File: config.mk
export PLATFORM = sky130hd
export DESIGN_NAME = display_scan_scheduler
export DESIGN_NICKNAME = d
export VERILOG_FILES = /design/src/rtl/display_scan_scheduler.sv
export SDC_FILE = /design/constraint.sdc
export NUM_CORES = 1
export LEC_CHECK = 0
export CORE_MARGIN = 3
export CORE_UTILIZATION = 33
export DETAILED_ROUTE_END_ITERATION = 7
export PLACE_DENSITY = 0.56
export REMOVE_ABC_BUFFERS = 1
export SLEW_MARGIN = 20
export SYNTH_ARGS = -nofsm -noshare
export SYNTH_HDL_FRONTEND = slang
export SYNTH_SLANG_ARGS = --single-unit
File: constraint.sdc
create_clock -name clk -period 2.5 [get_ports clk]
set_input_delay 0.625 -clock clk [delete_from_list [all_inputs] [get_ports clk]]
set_output_delay 0.625 -clock clk [all_outputs]
set_load 0.02 [all_outputs]
File: src/rtl/display_scan_scheduler.sv
// Multiplexed 7-segment scan scheduler: one shared decoder, active-low digit enables,
// double-buffered display values applied only at frame boundaries.
module display_scan_scheduler #(
   parameter int N_DIGITS = 4,
   parameter int PRESCALE = 50000,
   parameter int GUARD    = 2
) (
   input  logic                  clk,
   input  logic                  rst_n,
   input  logic                  enable_i,
   input  logic [4*N_DIGITS-1:0] data_in_i,
   input  logic [N_DIGITS-1:0]   dp_in_i,
   input  logic                  load_i,
   input  logic                  lz_blank_i,
   output logic [3:0]            d7seg_o,
   output logic                  dp_out_o,
   output logic [N_DIGITS-1:0]   dig_sel_n_o,
   output logic                  busy_o,
   output logic                  upd_ack_o,
   output logic                  frame_tick_o
);

   localparam int CNT_W = (PRESCALE > 1) ? $clog2(PRESCALE) : 1;
   localparam int IDX_W = (N_DIGITS > 1) ? $clog2(N_DIGITS) : 1;
   localparam logic [CNT_W-1:0] CNT_LAST   = CNT_W'(PRESCALE - 1);
   localparam logic [CNT_W-1:0] GUARD_LAST = CNT_W'(GUARD - 1);
   localparam logic [IDX_W-1:0] IDX_LAST   = IDX_W'(N_DIGITS - 1);

   typedef enum logic {
      ST_BLANK,
      ST_SHOW
   } state_e;

   state_e                state_q, state_d;
   logic [CNT_W-1:0]      cnt_q, cnt_d;
   logic [IDX_W-1:0]      idx_q, idx_d;
   logic [4*N_DIGITS-1:0] act_q, act_d;
   logic [N_DIGITS-1:0]   dpa_q, dpa_d;
   logic [4*N_DIGITS-1:0] sh_q, sh_d;
   logic [N_DIGITS-1:0]   dps_q, dps_d;
   logic                  busy_q, busy_d;
   logic [3:0]            d7seg_q, d7seg_d;
   logic                  dp_out_q, dp_out_d;
   logic [N_DIGITS-1:0]   dig_q, dig_d;
   logic                  ack_q, ack_d;
   logic                  tick_q, tick_d;
   logic                  apply;
   logic [N_DIGITS-1:0]   supp;

   // The registered frame tick marks the boundary cycle, so the swap lands on its closing edge.
   assign apply = tick_q & busy_q;

   always_comb begin : scan_fsm
      // NOTE: every output of a combinational block gets a default first, so no path can infer a latch.
      state_d = state_q;
      cnt_d   = cnt_q;
      idx_d   = idx_q;
      if (!enable_i) begin
         state_d = ST_BLANK;
         cnt_d   = '0;
         idx_d   = '0;
      end else begin
         unique case (state_q)
            ST_BLANK: begin
               cnt_d = cnt_q + CNT_W'(1);
               if (cnt_q == GUARD_LAST) state_d = ST_SHOW;
            end
            ST_SHOW: begin
               if (cnt_q == CNT_LAST) begin
                  cnt_d   = '0;
                  state_d = ST_BLANK;
                  idx_d   = (idx_q == IDX_LAST) ? '0 : idx_q + IDX_W'(1);
               end else begin
                  cnt_d = cnt_q + CNT_W'(1);
               end
            end
            default: state_d = ST_BLANK;
         endcase
      end
   end

   always_comb begin : load_path
      sh_d   = sh_q;
      dps_d  = dps_q;
      act_d  = act_q;
      dpa_d  = dpa_q;
      busy_d = busy_q;
      if (apply) begin
         act_d  = sh_q;
         dpa_d  = dps_q;
         busy_d = 1'b0;
      end
      // A load on the boundary cycle refills the shadow after the swap above.
      if (load_i) begin
         sh_d   = data_in_i;
         dps_d  = dp_in_i;
         busy_d = 1'b1;
      end
   end

   always_comb begin : lz_suppress
      logic zero_run;
      zero_run = 1'b1;
      supp     = '0;
      for (int i = N_DIGITS - 1; i >= 1; i--) begin
         zero_run = zero_run & (act_d[4*i +: 4] == 4'h0);
         supp[i]  = lz_blank_i & zero_run;
      end
   end

   // Output registers are fed from next-state so they line up with the state they describe.
   always_comb begin : out_next
      d7seg_d  = act_d[{idx_d, 2'b00} +: 4];
      dp_out_d = dpa_d[idx_d];
      dig_d    = '1;
      if ((state_d == ST_SHOW) && !supp[idx_d]) dig_d[idx_d] = 1'b0;
      tick_d   = (state_d == ST_SHOW) && (cnt_d == CNT_LAST) && (idx_d == IDX_LAST);
      ack_d    = tick_d & busy_d;
   end

   always_ff @(posedge clk or negedge rst_n) begin
      if (!rst_n) begin
         // NOTE: display and shadow registers are plain flops and are cleared, so reset also drops a pending load.
         state_q  <= ST_BLANK;
         cnt_q    <= '0;
         idx_q    <= '0;
         act_q    <= '0;
         dpa_q    <= '0;
         sh_q     <= '0;
         dps_q    <= '0;
         busy_q   <= 1'b0;
         d7seg_q  <= 4'h0;
         dp_out_q <= 1'b0;
         dig_q    <= '1;
         ack_q    <= 1'b0;
         tick_q   <= 1'b0;
      end else begin
         // NOTE: non-blocking updates so every flop samples pre-edge values regardless of statement order.
         state_q  <= state_d;
         cnt_q    <= cnt_d;
         idx_q    <= idx_d;
         act_q    <= act_d;
         dpa_q    <= dpa_d;
         sh_q     <= sh_d;
         dps_q    <= dps_d;
         busy_q   <= busy_d;
         d7seg_q  <= d7seg_d;
         dp_out_q <= dp_out_d;
         dig_q    <= dig_d;
         ack_q    <= ack_d;
         tick_q   <= tick_d;
      end
   end

   assign d7seg_o      = d7seg_q;
   assign dp_out_o     = dp_out_q;
   assign dig_sel_n_o  = dig_q;
   assign busy_o       = busy_q;
   assign upd_ack_o    = ack_q;
   assign frame_tick_o = tick_q;

endmodule
# [Word level (Yosys, flattened, before mapping)]
# Index checks and enable logic that the tools add are counted.
[totals] register_bits=71 latchBits=0 ramBits=0 mem_bits_ro=0 elab_cells=62 n_memories=0
[op_classes] n_addsub=2 mul=0 div=0 n_lt_le_gt_ge=2 eq_ne=5 shift=1 mux=22 bitwise_logic=9 n_reduce_logical=8
[op_table] operator="16-bit two-way mux" n=3
[op_table] operator="16-bit == test (second input constant)" n=2
[op_table] operator="16-bit case mux with 2 select lines" n=1
[op_table] operator="16-bit by 1-bit adder with 16-bit output (second input constant)" n=1
[op_table] operator="16-bit by 1-bit == test with 1-bit output (second input constant)" n=1
[op_table] operator="16-bit by 5-bit indexed part select with 4-bit output" n=1
[op_table] operator="4-bit zero test" n=3
[op_table] operator="1-bit two-way mux" n=8
[op_table] operator="2-bit two-way mux" n=4
[op_table] operator="4-bit two-way mux" n=2
[op_table] operator="1-bit AND" n=7
[op_table] operator="1-bit binary-select mux with 2-bit select" n=2
[op_table] operator="2-bit == test (second input constant)" n=2
[op_table] operator="1-bit logical AND" n=4
[op_table] operator="4-bit NOT" n=1
[op_table] operator="2-bit by 3-bit < comparator with 1-bit output (second input constant)" n=1
[op_table] operator="2-bit by 1-bit adder with 2-bit output (second input constant)" n=1
[op_table] operator="1-bit demux with 2-bit select" n=1
[op_table] operator="2-bit by 1-bit >= comparator with 1-bit output (second input constant)" n=1
[op_table] operator="1-bit case mux with 2 select lines" n=1
[op_table] operator="1-bit zero test" n=1
[op_table] operator="1-bit NOT" n=1

# [Logic depth before layout (Yosys ltp)]
[logic_depth] depth_word=11 depth_mapped=8

# [Least setup slack after synthesis]
# OpenSTA, ideal clock, no wires.
[synth_path] kind="register to register" startpoint="reg cnt_q[0]" endpoint="reg ack_q, in the netlist upd_ack_o" setup_ns=0.067 arrival_ns=2.235 required_ns=2.433 path_slack_ns=0.198 stages_incl_launch_ff=8 n_path_buf=0 period_less_slack_ns=2.302 cell_sequence="dfrtp_1 -> ha_1 -> nand3_1 -> nor4_1 -> xnor2_1 -> or4bb_1 -> nor4_1 -> and3b_1"
[synth_via] elab_chain_len=8 elab_cells_between_ends=18 cone_classes="add/sub: 1; eq/ne: 4; mux: 10; bitwise: 1; reduce/logical: 2"
[synth_rtl] item="start, declared" line="35" source="logic [CNT_W-1:0] cnt_q, cnt_d;"
[synth_rtl] item="start signal, assigned" line="140" source="cnt_q <= cnt_d;"
[synth_rtl] item="16-bit by 1-bit adder with 16-bit output / 16-bit == test (equally long branches)" line="65, 74, 69"
[synth_rtl] item="16-bit two-way mux" line="69" source="if (cnt_q == CNT_LAST) begin"
[synth_rtl] item="16-bit case mux with 2 select lines" line="63" source="unique case (state_q)"
[synth_rtl] item="16-bit two-way mux" line="58" source="if (!enable_i) begin"
[synth_rtl] item="16-bit == test" line="117" source="tick_d = (state_d == ST_SHOW) && (cnt_d == CNT_LAST) && (idx_d == IDX_LAST);"
[synth_rtl] item="1-bit logical AND" line="117"
[synth_rtl] item="1-bit logical AND (*)" line="117"
[synth_rtl] item="1-bit AND (*)" line="118" source="ack_d = tick_d & busy_d;"
[synth_rtl] item="via ack_d" line="45" source="logic ack_q, ack_d;"
[synth_rtl] item="end signal, assigned" line="150" source="ack_q <= ack_d;"
[synth_rtl] item="end, declared" line="45"
# The timed path passes the listed nets; every way through them passes the cells marked *.
# A chain may end at the register's enable or synchronous reset.

# [Worst setup path in the final report]
[layout_path] startpoint="reg cnt_q[5]" endpoint="reg ack_q, in the netlist upd_ack_o"
# Same word-level chain as after synthesis.

==> flow_summary.ini <==
[status]
status = complete, no violations

[placement]
place_congestion = 0.835
port_buffers = 36
dp_hpwl_um = 4480
dp.cells = 405

[sta]
rsz0062_at_grt = false
worst_pin_slew_ns = 0.545
finalHoldViolCount = 0
period_needed_ns = 2.38
fin_setup_tns_ns = 0
setup_viol = 0
fmax_ghz = 0.420
fin_crit_sh = 0.952
finalMaxSlewViolations = 0
skew_ns = 0.0128
slew-limit-headroom = 0.636

[synth]
avgSynthCellArea_um2 = 12.1
post-synth-top-count-cell = dfrtp_1
synth_top_cell_area_share = 0.541
synth_common_cells = 67 x dfrtp_1, 38 x mux2_2, 34 x nor2_1
synth_flop_cell = dfrtp_1
synthCells = 256
yosysUniqueCellTypes = 40
synth.ff_latch_count = 71
seq_area_frac_synth = 0.575
yosys.area.top_type = dfrtp_1
synth_edf_count = 0
ys_async_sr_fraction = 1.00
synthTopCellsByArea = dfrtp_1 54%, mux2_2 14%, nor2_1 4.1%, dfstp_2 3.4%, xnor2_1 3.1%
synth.cell_area_um2 = 3100
yosysWarnings = 0

[power_and_ir_drop]
p_int_mw = 1.63
power_frac_seq = 0.564
pwr_density_cell_nw_per_um2 = 557
p_sw_mw = 0.520
total_leakage_power_nw = 1.71
ir_worst_vdd_v = 0.000261
p_clk_frac = 0.370
p_sw_frac = 0.242
pwr-share-comb = 0.066

[clocking]
cts_buffers = 9
cts.sinks = 71
htree_levels = 3
clk_pin_slew_ns = 0.08
insertion_delay_ns = 0.34
root_buffer = clkbuf_8
cts_tree = done
clockBufferDepth = 2

[die]
row_count = 34
core-area_um2 = 8930
initial_core_util = 0.347
dieHeight_um = 103
die_area_um2 = 10600
top_level_ports = 37
die_x_um = 103

[hold_path]
hold_path_class = in -> async

[route]
vias = 2069
postRouteAntennaNets = 0
drc = 0
dr.pass1.iters = 4
drt_iter0_drc = 77
routed_wirelength_um = 6090
viasPerCell = 4.90
routedWlPerCell_um = 14.4

[layout]
fin_util = 0.432
drive_gt1_frac = 0.252
area_delta_synth_final_pct = 24.4
finalNonFillerCells = 422
fin_nets = 337
diodes = 0

[global_route]
grt_pass1_vias = 2020
grt_pass1_wl_um = 10100
gr-usage-all-layers = 0.123
grt-ovfl-total = 0
grt_max_degree = 72
antenna_found_initial = 0

[setup_path]
critPathArrivalTime_ns = 2.64
cpMaxStageDelayCell = or4b_4
worstSetupStartpointType = flop
cp_cell_sequence = or4b_4 > nor4_4 > a41oi_2 > or4_4 > and3b_1
rr_startpoint = cnt_q[5]$_DFF_PN0_
r2r_cells = 5
cp_num_buf_inv = 0
crit_family = simple AND/OR/NAND/NOR gates
critPathRequiredTime_ns = 2.76
crit_type = reg -> reg
r2r_slack_ns = 0.12
timing.rr.end = upd_ack_o$_DFF_PN0_
critPathMaxFanout = 5
endpoint_kind = flop
slowest_delay_ns = 0.58

[run]
maxCapViolCount = 0
kinds of logic after synthesis:
logic type               Yosys count  share of synthesized area
AO/OA/AOI/OAI                     20                     0.0432
adder cells (fa/ha/maj)            3                     0.0121
multiplexers                      45                      0.161
XOR/XNOR                          15                     0.0424
flip-flops                        71                      0.575
buffers and inverters             17                     0.0222
AND/OR/NAND/NOR                   85                      0.145
sequential cells by signal, indices dropped and copies added, names as in the netlist, 2 cells and up:
name and count:
act_q 16, cnt_q 16, d7seg_o 4, dig_sel_n_o 4, dpa_q 4, dps_q 4
idx_q 2, sh_q 16
power by group through the flow:
stage               registers, mW  logic [mW]  clock network (mW)
global placement             1.23       0.143                   0
floorplan                    1.23      0.0535                   0
detailed placement           1.24       0.145                   0
global route                 1.22       0.158               0.871
finish                       1.21       0.141               0.795
CTS                          1.21       0.145               0.817
layout by cell type, fill, tap and decap left out, types with 2 or more instances in the layout:
cell,instances
o32ai_1,2
a211oi_1,2
clkbuf_8,9
clkinv_2,3
nand3_1,11
inv_1,8
xor2_1,4
nor2_1,34
o21ai_0,2
xnor2_1,11
or4_1,2
a31oi_1,2
nor3_1,6
clkdlybuf4s50_1,35
mux2i_1,7
mux2_2,38
o22ai_1,2
nor4b_1,2
ha_1,3
clkinvlp_4,2
nand4_1,4
dfrtp_1,67
and2_1,2
nand2_1,11
nor4_1,4
buf_4,13
o21ai_1,4
dfstp_2,4
stage by stage:
step	area (µm²)	power, mW	setup WS, ns	hold slack, ns
floorplan	3060	1.28	0.103	0.329
global placement	3660	1.38	0.173	0.483
detailed placement	3660	1.38	0.0672	0.487
CTS	3840	2.17	0.132	0.311
global route	3850	2.25	0.00532	0.332
finish	3850	2.15	0.119	0.303
routing by layer:
| layer | wire length [µm] | global-route usage |
|---|---|---|
| met5 | 0 | 0 |
| met3 | 198 | 0.0271 |
| met4 | 72 | 0.0448 |
| met1 | 3100 | 0.180 |
| met2 | 2710 | 0.181 |
worst max-delay path by stage:
stage / start / slack (ns) / depth (start not counted) / to
5_1_grt: cnt_q[5]$_DFF_PN0_ / 0.005 / 8 / d7seg_o[3]$_DFF_PN0_
4_1_cts: cnt_q[1]$_DFF_PN0_ / 0.13 / 7 / upd_ack_o$_DFF_PN0_
2_1_floorplan: cnt_q[0]$_DFF_PN0_ / 0.10 / 6 / upd_ack_o$_DFF_PN0_
6_report: cnt_q[5]$_DFF_PN0_ / 0.12 / 5 / upd_ack_o$_DFF_PN0_
3_5_place_dp: enable_i / 0.07 / 6 / upd_ack_o$_DFF_PN0_
3_3_place_gp: enable_i / 0.17 / 5 / upd_ack_o$_DFF_PN0_
cell type report:
type	instances	area, µm²
clock buffer	9	124
clock inverter	7	47.5
fill	851	5080
inverter	9	33.8
multi-input combinational	168	1260
sequential	71	1780
tap	108	135
timing repair buffer	50	473
timing repair:
item                                   4_1_cts  5_1_grt
hold buffers                                 0        0
setup endpoints to repair                    0        1
resized for setup                            0        2
endpoints found under the hold margin        0        0
buffers inserted                             0        1
Note: power is estimated with default switching activity, not from simulation.
